===== src/rtl/timer_pkg.sv =====
`default_nettype none
// ---------------------------------------------------------------------------
// timer_pkg: bus codes, range limits, modes and FSM states for timer_programmer
// Revision 1.0
// ---------------------------------------------------------------------------
package timer_pkg;

    localparam logic [1:0] A_CTRL = 2'b10;
    localparam logic [1:0] A_IDLE = 2'b11;

    localparam logic [7:0] C0_MIN = 8'd2;
    localparam logic [7:0] C0_MAX = 8'd150;
    localparam logic [7:0] C1_MIN = 8'd50;
    localparam logic [7:0] C1_MAX = 8'd200;

    typedef enum logic [2:0] {
        MODE0 = 3'd0,
        MODE1 = 3'd1,
        MODE2 = 3'd2,
        MODE3 = 3'd3,
        MODE4 = 3'd4
    } mode_t;

    localparam logic [1:0] ERR_NONE   = 2'b00;
    localparam logic [1:0] ERR_MODE   = 2'b01;
    localparam logic [1:0] ERR_RANGE  = 2'b10;
    localparam logic [1:0] ERR_PARITY = 2'b11;

    typedef enum logic [2:0] {
        IDLE = 3'd0,
        CTRL = 3'd1,
        MSN  = 3'd2,
        LSN  = 3'd3,
        GAP  = 3'd4
    } state_t;

endpackage
`default_nettype wire


===== src/rtl/timer_req_check.sv =====
`default_nettype none
// ---------------------------------------------------------------------------
// timer_req_check: combinational legality check of a counter-programming request
// Revision 1.0
// ---------------------------------------------------------------------------
module timer_req_check
    import timer_pkg::*;
(
    input  logic       sel,
    input  logic [2:0] mode,
    input  logic [7:0] count,
    output logic       ok,
    output logic [1:0] code
);

    logic [7:0] lo;
    logic [7:0] hi;

    // Mode beats range beats parity when several rules are broken at once.
    always_comb begin
        lo   = sel ? C1_MIN : C0_MIN;
        hi   = sel ? C1_MAX : C0_MAX;
        code = ERR_NONE;
        if (mode > MODE4) begin
            code = ERR_MODE;
        end else if (count < lo || count > hi) begin
            code = ERR_RANGE;
        end else if ((mode == MODE2 && count[0]) ||
                     ((mode == MODE3 || mode == MODE4) && !count[0])) begin
            code = ERR_PARITY;
        end
        ok = (code == ERR_NONE);
    end

endmodule
`default_nettype wire


===== src/rtl/timer_programmer.sv =====
`default_nettype none
// ---------------------------------------------------------------------------
// timer_programmer: serialises checked requests into the timer's 3-cycle write
// Revision 1.0
// ---------------------------------------------------------------------------
module timer_programmer
    import timer_pkg::*;
#(
    parameter int GAP_CYCLES = 0,
    parameter bit CHECK_EN   = 1'b1
) (
    input  logic       clk,
    input  logic       rst_n,
    input  logic       req_valid,
    output logic       req_ready,
    input  logic       req_sel,
    input  logic [2:0] req_mode,
    input  logic [7:0] req_count,
    output logic [3:0] d,
    output logic [1:0] a,
    output logic       done,
    output logic       err,
    output logic [1:0] err_code,
    output logic [7:0] shadow0_count,
    output logic [2:0] shadow0_mode,
    output logic [7:0] shadow1_count,
    output logic [2:0] shadow1_mode
);

    localparam int GW = (GAP_CYCLES > 1) ? $clog2(GAP_CYCLES) : 1;

    state_t        state, state_nx;
    logic [GW-1:0] gap_cnt, gap_nx;
    logic          lat_sel;
    logic [2:0]    lat_mode;
    logic [7:0]    lat_count;
    logic [3:0]    d_nx;
    logic [1:0]    a_nx, code_nx;
    logic          done_nx, err_nx, load;
    logic          chk_ok, req_ok;
    logic [1:0]    chk_code;

    timer_req_check u_check (
        .sel   (req_sel),
        .mode  (req_mode),
        .count (req_count),
        .ok    (chk_ok),
        .code  (chk_code)
    );

    assign req_ok    = chk_ok || !CHECK_EN;
    assign req_ready = (state == IDLE) && rst_n;

    always_comb begin
        state_nx = state;
        gap_nx   = gap_cnt;
        a_nx     = A_IDLE;
        d_nx     = 4'h0;
        done_nx  = 1'b0;
        err_nx   = 1'b0;
        code_nx  = err_code;
        load     = 1'b0;
        case (state)
            IDLE: begin
                if (req_valid && req_ready) begin
                    if (req_ok) begin
                        state_nx = CTRL;
                        a_nx     = A_CTRL;
                        d_nx     = {req_sel, req_mode};
                        load     = 1'b1;
                    end else begin
                        err_nx  = 1'b1;
                        code_nx = chk_code;
                    end
                end
            end
            CTRL: begin
                state_nx = MSN;
                a_nx     = {1'b0, lat_sel};
                d_nx     = lat_count[7:4];
            end
            MSN: begin
                state_nx = LSN;
                d_nx     = lat_count[3:0];
            end
            LSN: begin
                done_nx = 1'b1;
                if (GAP_CYCLES > 0) begin
                    state_nx = GAP;
                    gap_nx   = GW'(GAP_CYCLES - 1);
                end else begin
                    state_nx = IDLE;
                end
            end
            GAP: begin
                if (gap_cnt == '0) begin
                    state_nx = IDLE;
                end else begin
                    gap_nx = gap_cnt - GW'(1);
                end
            end
            default: state_nx = IDLE;
        endcase
    end

    always_ff @(posedge clk or negedge rst_n) begin
        if (!rst_n) begin
            state     <= IDLE;
            gap_cnt   <= '0;
            a         <= A_IDLE;
            d         <= 4'h0;
            done      <= 1'b0;
            err       <= 1'b0;
            err_code  <= ERR_NONE;
            lat_sel   <= 1'b0;
            lat_mode  <= 3'd0;
            lat_count <= 8'd0;
        end else begin
            state    <= state_nx;
            gap_cnt  <= gap_nx;
            a        <= a_nx;
            d        <= d_nx;
            done     <= done_nx;
            err      <= err_nx;
            err_code <= code_nx;
            if (load) begin
                lat_sel   <= req_sel;
                lat_mode  <= req_mode;
                lat_count <= req_count;
            end
        end
    end

    // Shadows commit on the edge that raises done, so an aborted sequence never lands.
    always_ff @(posedge clk or negedge rst_n) begin
        if (!rst_n) begin
            shadow0_count <= 8'd0;
            shadow0_mode  <= 3'd0;
            shadow1_count <= 8'd0;
            shadow1_mode  <= 3'd0;
        end else if (state == LSN) begin
            if (lat_sel) begin
                shadow1_count <= lat_count;
                shadow1_mode  <= lat_mode;
            end else begin
                shadow0_count <= lat_count;
                shadow0_mode  <= lat_mode;
            end
        end
    end

endmodule
`default_nettype wire

===== config.mk =====
export PLATFORM = sky130hd
export DESIGN_NAME = timer_programmer
export DESIGN_NICKNAME = d
export VERILOG_FILES = /design/src/rtl/timer_pkg.sv /design/src/rtl/timer_req_check.sv /design/src/rtl/timer_programmer.sv
export SDC_FILE = /design/constraint.sdc
export NUM_CORES = 1
export LEC_CHECK = 0
export BUFFER_PORTS_ARGS = -buffer_cell sky130_fd_sc_hd__buf_4
export CORE_MARGIN = 3
export CORE_UTILIZATION = 40
export CTS_BUF_LIST = sky130_fd_sc_hd__clkbuf_8
export DETAILED_ROUTE_END_ITERATION = 8
export PLACE_DENSITY = 0.72
export REMOVE_ABC_BUFFERS = 1
export SLEW_MARGIN = 5
export SYNTH_ARGS = -nofsm -noshare
export SYNTH_HDL_FRONTEND = slang
export SYNTH_SLANG_ARGS = --single-unit

===== constraint.sdc =====
create_clock -name clk -period 2.6 [get_ports clk]
set_clock_uncertainty 0.2 [all_clocks]
set_input_delay 0.26 -clock clk [delete_from_list [all_inputs] [get_ports clk]]
set_output_delay 0.26 -clock clk [all_outputs]
set_load 0.02 [all_outputs]

# [Yosys cells after proc, flatten, opt, wreduce, memory -nomap -nowiden]
# Index checks and enable logic that the tools add are counted.
[op_classes] addsub=1 order_cmp=3 eq_ne=10 muxes=23 n_bitwise=2 n_reduce_logical=14
[ops] operator="$eq A3 B2 Y1 const B" count=4
[ops] operator="$pmux W3 S4" count=1
[ops] operator="$pmux W4 S3" count=1
[ops] operator="$mux W1" count=10
[ops] operator="$mux W3" count=3
[ops] operator="$gt A8 B8 Y1" count=1
[ops] operator="$lt A8 B8 Y1" count=1
[ops] operator="$mux W4" count=2
[ops] operator="$mux W7" count=1
[ops] operator="$eq A3 B3 Y1 const B" count=2
[ops] operator="$mux W2" count=3
[ops] operator="$mux W6" count=1
[ops] operator="$reduce_and A3 Y1" count=2
[ops] operator="$logic_and A1 B1 Y1" count=4
[ops] operator="$ne A2 B2 Y1 const B" count=2
[ops] operator="$pmux W2 S2" count=1
[ops] operator="$reduce_and A2 Y1" count=2
[ops] operator="$eq A3 B1 Y1 const B" count=1
[ops] operator="$gt A3 B3 Y1 const B" count=1
[ops] operator="$logic_not A3 Y1" count=1
[ops] operator="$logic_or A1 B1 Y1" count=3
[ops] operator="$logic_not A2 Y1" count=1
[ops] operator="$ne A2 B1 Y1 const B" count=1
[ops] operator="$not A1 Y1" count=2
[ops] operator="2 further kinds" count=2
[totals] register_bits=48 output_inout_bits=33 elab_cells=67

# [Depth between registers and ports, before layout]
[depth] word_depth=11 ltp_mapped=8 ltp_nobuf=7

# [Modules after synthesis]
# A second synthesis with hierarchy kept.
[unflattened] cells_unflattened=181 area_unflattened_um2=2115.8
[by_module_without_submodules] module="timer_programmer" instances=1 cells_per_inst=143 area_per_inst_um2=1838.0
[by_module_without_submodules] module="timer_req_check" instances=1 cells_per_inst=38 area_per_inst_um2=277.8

# [Worst setup path after synthesis]
# No wires, ideal clock.
[synth_timing] path_kind="register to register" from="register state[0]" to="register lat_count[0]" setup_ns=0.125 t_arrival_ns=1.800 path_slack_ns=0.475 stages_incl_launch_ff=9 synth_period_minus_slack_ns=2.125 path_cell_list="dfrtp_1 -> inv_1 -> ha_1 -> and2_4 -> nand2_2 -> nand4b_2 -> nor2_4 -> buf_12 -> mux2_4"
[synth_via] elab_chain_len=5
[synth_rtl] item="start: declaration" line_no="timer_programmer.sv:32" rtl="state_t state, state_nx;"
[synth_rtl] item="start signal: assignment" line_no="timer_programmer.sv:119" rtl="state <= state_nx;"
[synth_rtl] item="$logic_not A3 Y1" line_no="timer_programmer.sv:52" rtl="assign req_ready = (state == IDLE) && rst_n;"
[synth_rtl] item="$logic_and A1 B1 Y1" line_no="timer_programmer.sv:52"
[synth_rtl] item="via req_ready" line_no="timer_programmer.sv:15" rtl="output logic req_ready,"
[synth_rtl] item="$logic_and A1 B1 Y1" line_no="timer_programmer.sv:65" rtl="if (req_valid && req_ready) begin"
[synth_rtl] item="$mux W1" line_no="timer_programmer.sv:65"
[synth_rtl] item="$mux W1" line_no="timer_programmer.sv:63" rtl="case (state)"
[synth_rtl] item="end signal: assignment" line_no="timer_programmer.sv:129" rtl="lat_count <= req_count;"
[synth_rtl] item="end: declaration" line_no="timer_programmer.sv:36" rtl="logic [7:0] lat_count;"
# The timed path passes the listed nets, and every way through them passes these cells.
# A chain may end at the register's enable or synchronous reset.

# [Worst setup path after layout]
[layout_timing] from="register state[1]" to="register lat_count[7]"
[layout_via] elab_chain_len=5
[layout_rtl] item="$logic_not A3 Y1 *" line_no="timer_programmer.sv:52, timer_programmer.sv:63"
[layout_rtl] item="$logic_and A1 B1 Y1" line_no="timer_programmer.sv:52"
[layout_rtl] item="$logic_and A1 B1 Y1" line_no="timer_programmer.sv:65"
[layout_rtl] item="$mux W1" line_no="timer_programmer.sv:65"
[layout_rtl] item="$mux W1 *" line_no="timer_programmer.sv:63"
# Every way passes the cells marked *; elsewhere a longest branch is shown, timed or not.

==> flow_summary.ini <==
[status]
status = finished, final reports clean

[floorplanning]
ios = 48
coreArea_sq_um = 4940
die_x_um = 79.1
die_y_um = 79.1
fp-row-count = 25
start_util_pct = 43.3
die_area_sq_um = 6260

[logic_synthesis]
netlist_area_sq_um = 2140
ys_warn_count = 0
synth_cells = 161
synth_top_area_cell = dfrtp_1
syn_area_per_cell_sq_um = 13.3
yosysMostFrequentCell = dfrtp_1
async_reset_ff_share_pct = 100
synth_ff_type = dfrtp_1
yosysTopAreaCellShare_pct = 51.5
yosys-top-cells-count = dfrtp_1 (44), mux2_2 (24), ha_1 (13), a21oi_1 (10), inv_1 (9)
yosys-top-cells-area = dfrtp_1 (51%), mux2_2 (13%), ha_1 (7.6%)
synth_cell_types = 37
synth-seq-area-share_pct = 53.9
synth-edff-count = 0
ys_ff_latch = 46

[timing]
setup_viol = 0
hold_viol = 0
worstMarginPinSlew_ns = 0.555
period_share_pct = 92.9
drv_slew = 0
fmax_mhz = 414
slew_headroom_pct = 63.0
finalSetupTns_ns = 0
setup_slack_ns = 0.184
timing.hold.ws_ns = 0.0257
post-route-min-period_ns = 2.42
rsz0062_at_grt = false

[clocking]
postCtsSetupBuffers = 0
cts.clk_slew.worst_paths_ns = 0.08
cts_resized = 0
cts_hold_buf = 1
clk_latency_ns = 0.29
cts_buffers = 5
cts_tree = done
cts.sinks = 46
ctsHtreeMaxLevel = 2
cts_buffer_depth = 2
root_buffer = clkbuf_8

[worst_setup_path]
start_kind = flip-flop
crit_fanout = 11
regToRegSetupSlack_ns = 0.18
cp-end-kind = flip-flop
critPathArrivalTime_ns = 2.40
path_class = reg -> reg
worstPathRequired_ns = 2.58

[global_route]
grt-ovfl-total = 0
grt_max_degree = 47
grt_usage_pct = 14.6
grt_pass1_wl_mm = 7.00
grt_pass1_vias = 1451
antenna_found_initial = 0

[routing]
drc_errors = 0
wire_per_inst_um = 14.8
postRouteAntennaNets = 0
vias = 1449
avgViaCountPerCell = 5.12
firstDrtPassIters = 4
wl_mm = 4.18
first_iter_violations = 64

[final_layout]
nets = 243
n_antenna_cell = 0
drive_gt1_share_pct = 44.4
fillerInstances = 457
finalInstanceArea_sq_um = 2660
final-seq-area_sq_um = 1150
utilization_pct = 53.7
multiInputGateArea_sq_um = 923
area_growth_pct = 24.2

[placement]
place_ws_ns = 0.130
place_area_sq_um = 2560
hpwl_mm = 3.24
finalWeightedCongestion = 0.876
portBuffers = 47

[pwr]
peakVddDrop_v = 0.000397
leakage_uw = 0.00128
powerDensity_nw_per_um2 = 1150

[min_path]
hp-class = in -> reg

[flow_run]
maxCapViolations = 0
state kept, by name, summed over array words and instances, names as in the netlist, 3 cells and up:
register / cells
lat_count: 8
shadow0_count: 8
d: 4
shadow1_count: 8
shadow1_mode: 3
shadow0_mode: 3
lat_mode: 3
path summary, 6_finish.rpt:
| kind | cells after the start | to | startpoint |
|---|---|---|---|
| setup / recovery | 7 | lat_count[7] | state[1] |
| hold / removal | 2 | lat_count[4] | req_count[4] |
| setup reg to reg | 7 | lat_count[7] | state[1] |
| hold reg to reg | 1 | shadow0_count[4] | shadow0_count[4] |
| max in group asynchronous | 3 | shadow0_count[3] | rst_n |
| min in group asynchronous | 3 | err_code[0] | rst_n |
metrics by stage:
| stage | std cells | power, uW |
|---|---|---|
| finish | 283 | 3050 |
| global placement | 274 | 2650 |
| detailed placement | 274 | 2680 |
| CTS | 283 | 3100 |
| global route | 283 | 3260 |
| floorplan | 158 | 2100 |
layout make-up:
| type | count | area share (%) |
|---|---|---|
| tap | 67 | 3.16 |
| clock inverter | 3 | 0.565 |
| timing repair buffer | 50 | 14.2 |
| inverter | 9 | 1.27 |
| sequential | 46 | 43.4 |
| multi-input combinational | 103 | 34.8 |
| clock buffer | 5 | 2.59 |
where the power goes:
part | switching, uW | total (uW) | internal, uW
clock | 226 | 408 | 182
combinational | 681 | 1380 | 696
sequential | 210 | 1260 | 1050
layout by cell type, fill, tap and decap left out, types with 2 or more instances in the layout:
| cell | synthesis | layout |
|---|---|---|
| nor3_1 | 2 | 2 |
| mux2_2 | 24 | 24 |
| mux2_4 | 7 | 7 |
| dfstp_2 | 2 | 2 |
| o21ai_2 | 2 | 2 |
| inv_1 | 9 | 11 |
| buf_4 | 0 | 49 |
| clkbuf_8 | 0 | 5 |
| ha_1 | 13 | 13 |
| dfrtp_1 | 44 | 44 |
| nand2_1 | 4 | 4 |
| o21ai_0 | 6 | 6 |
| a21oi_1 | 10 | 10 |
| and2_1 | 2 | 2 |
| nand3_1 | 4 | 4 |
| nor2_1 | 5 | 5 |
| a22oi_1 | 4 | 4 |
| o21ai_1 | 2 | 2 |
metal layers:
layer	GRT usage [%]	share of wire (%)	routed length [um]	vias up
li1	-	-	-	685
met1	18.6	45	1870	713
met2	23.7	48	2020	45
met3	3.74	5.4	225	6
met4	6.19	1.6	68	0
met5	0	0	0	-
cell families (layout without fill, tap and decap cells):
family	after synthesis	in the layout	share of synthesized area (%)
mux	31	31	17.5
compound gates	30	30	9.53
xor+xnor	1	1	0.409
flops	46	46	53.9
buf+inv	12	67	2.92
fa+ha+maj	13	13	7.60
simple gates	28	28	8.07
critical path, stage by stage (launching register included):
cell      delay [ns]
dfrtp_1         0.44
inv_1           0.13
ha_1            0.27
and2_4          0.18
nand2_2         0.09
nand4b_2        0.28
nor2_4          0.34
mux2_2          0.37
Power figures use the tool's default switching activity.
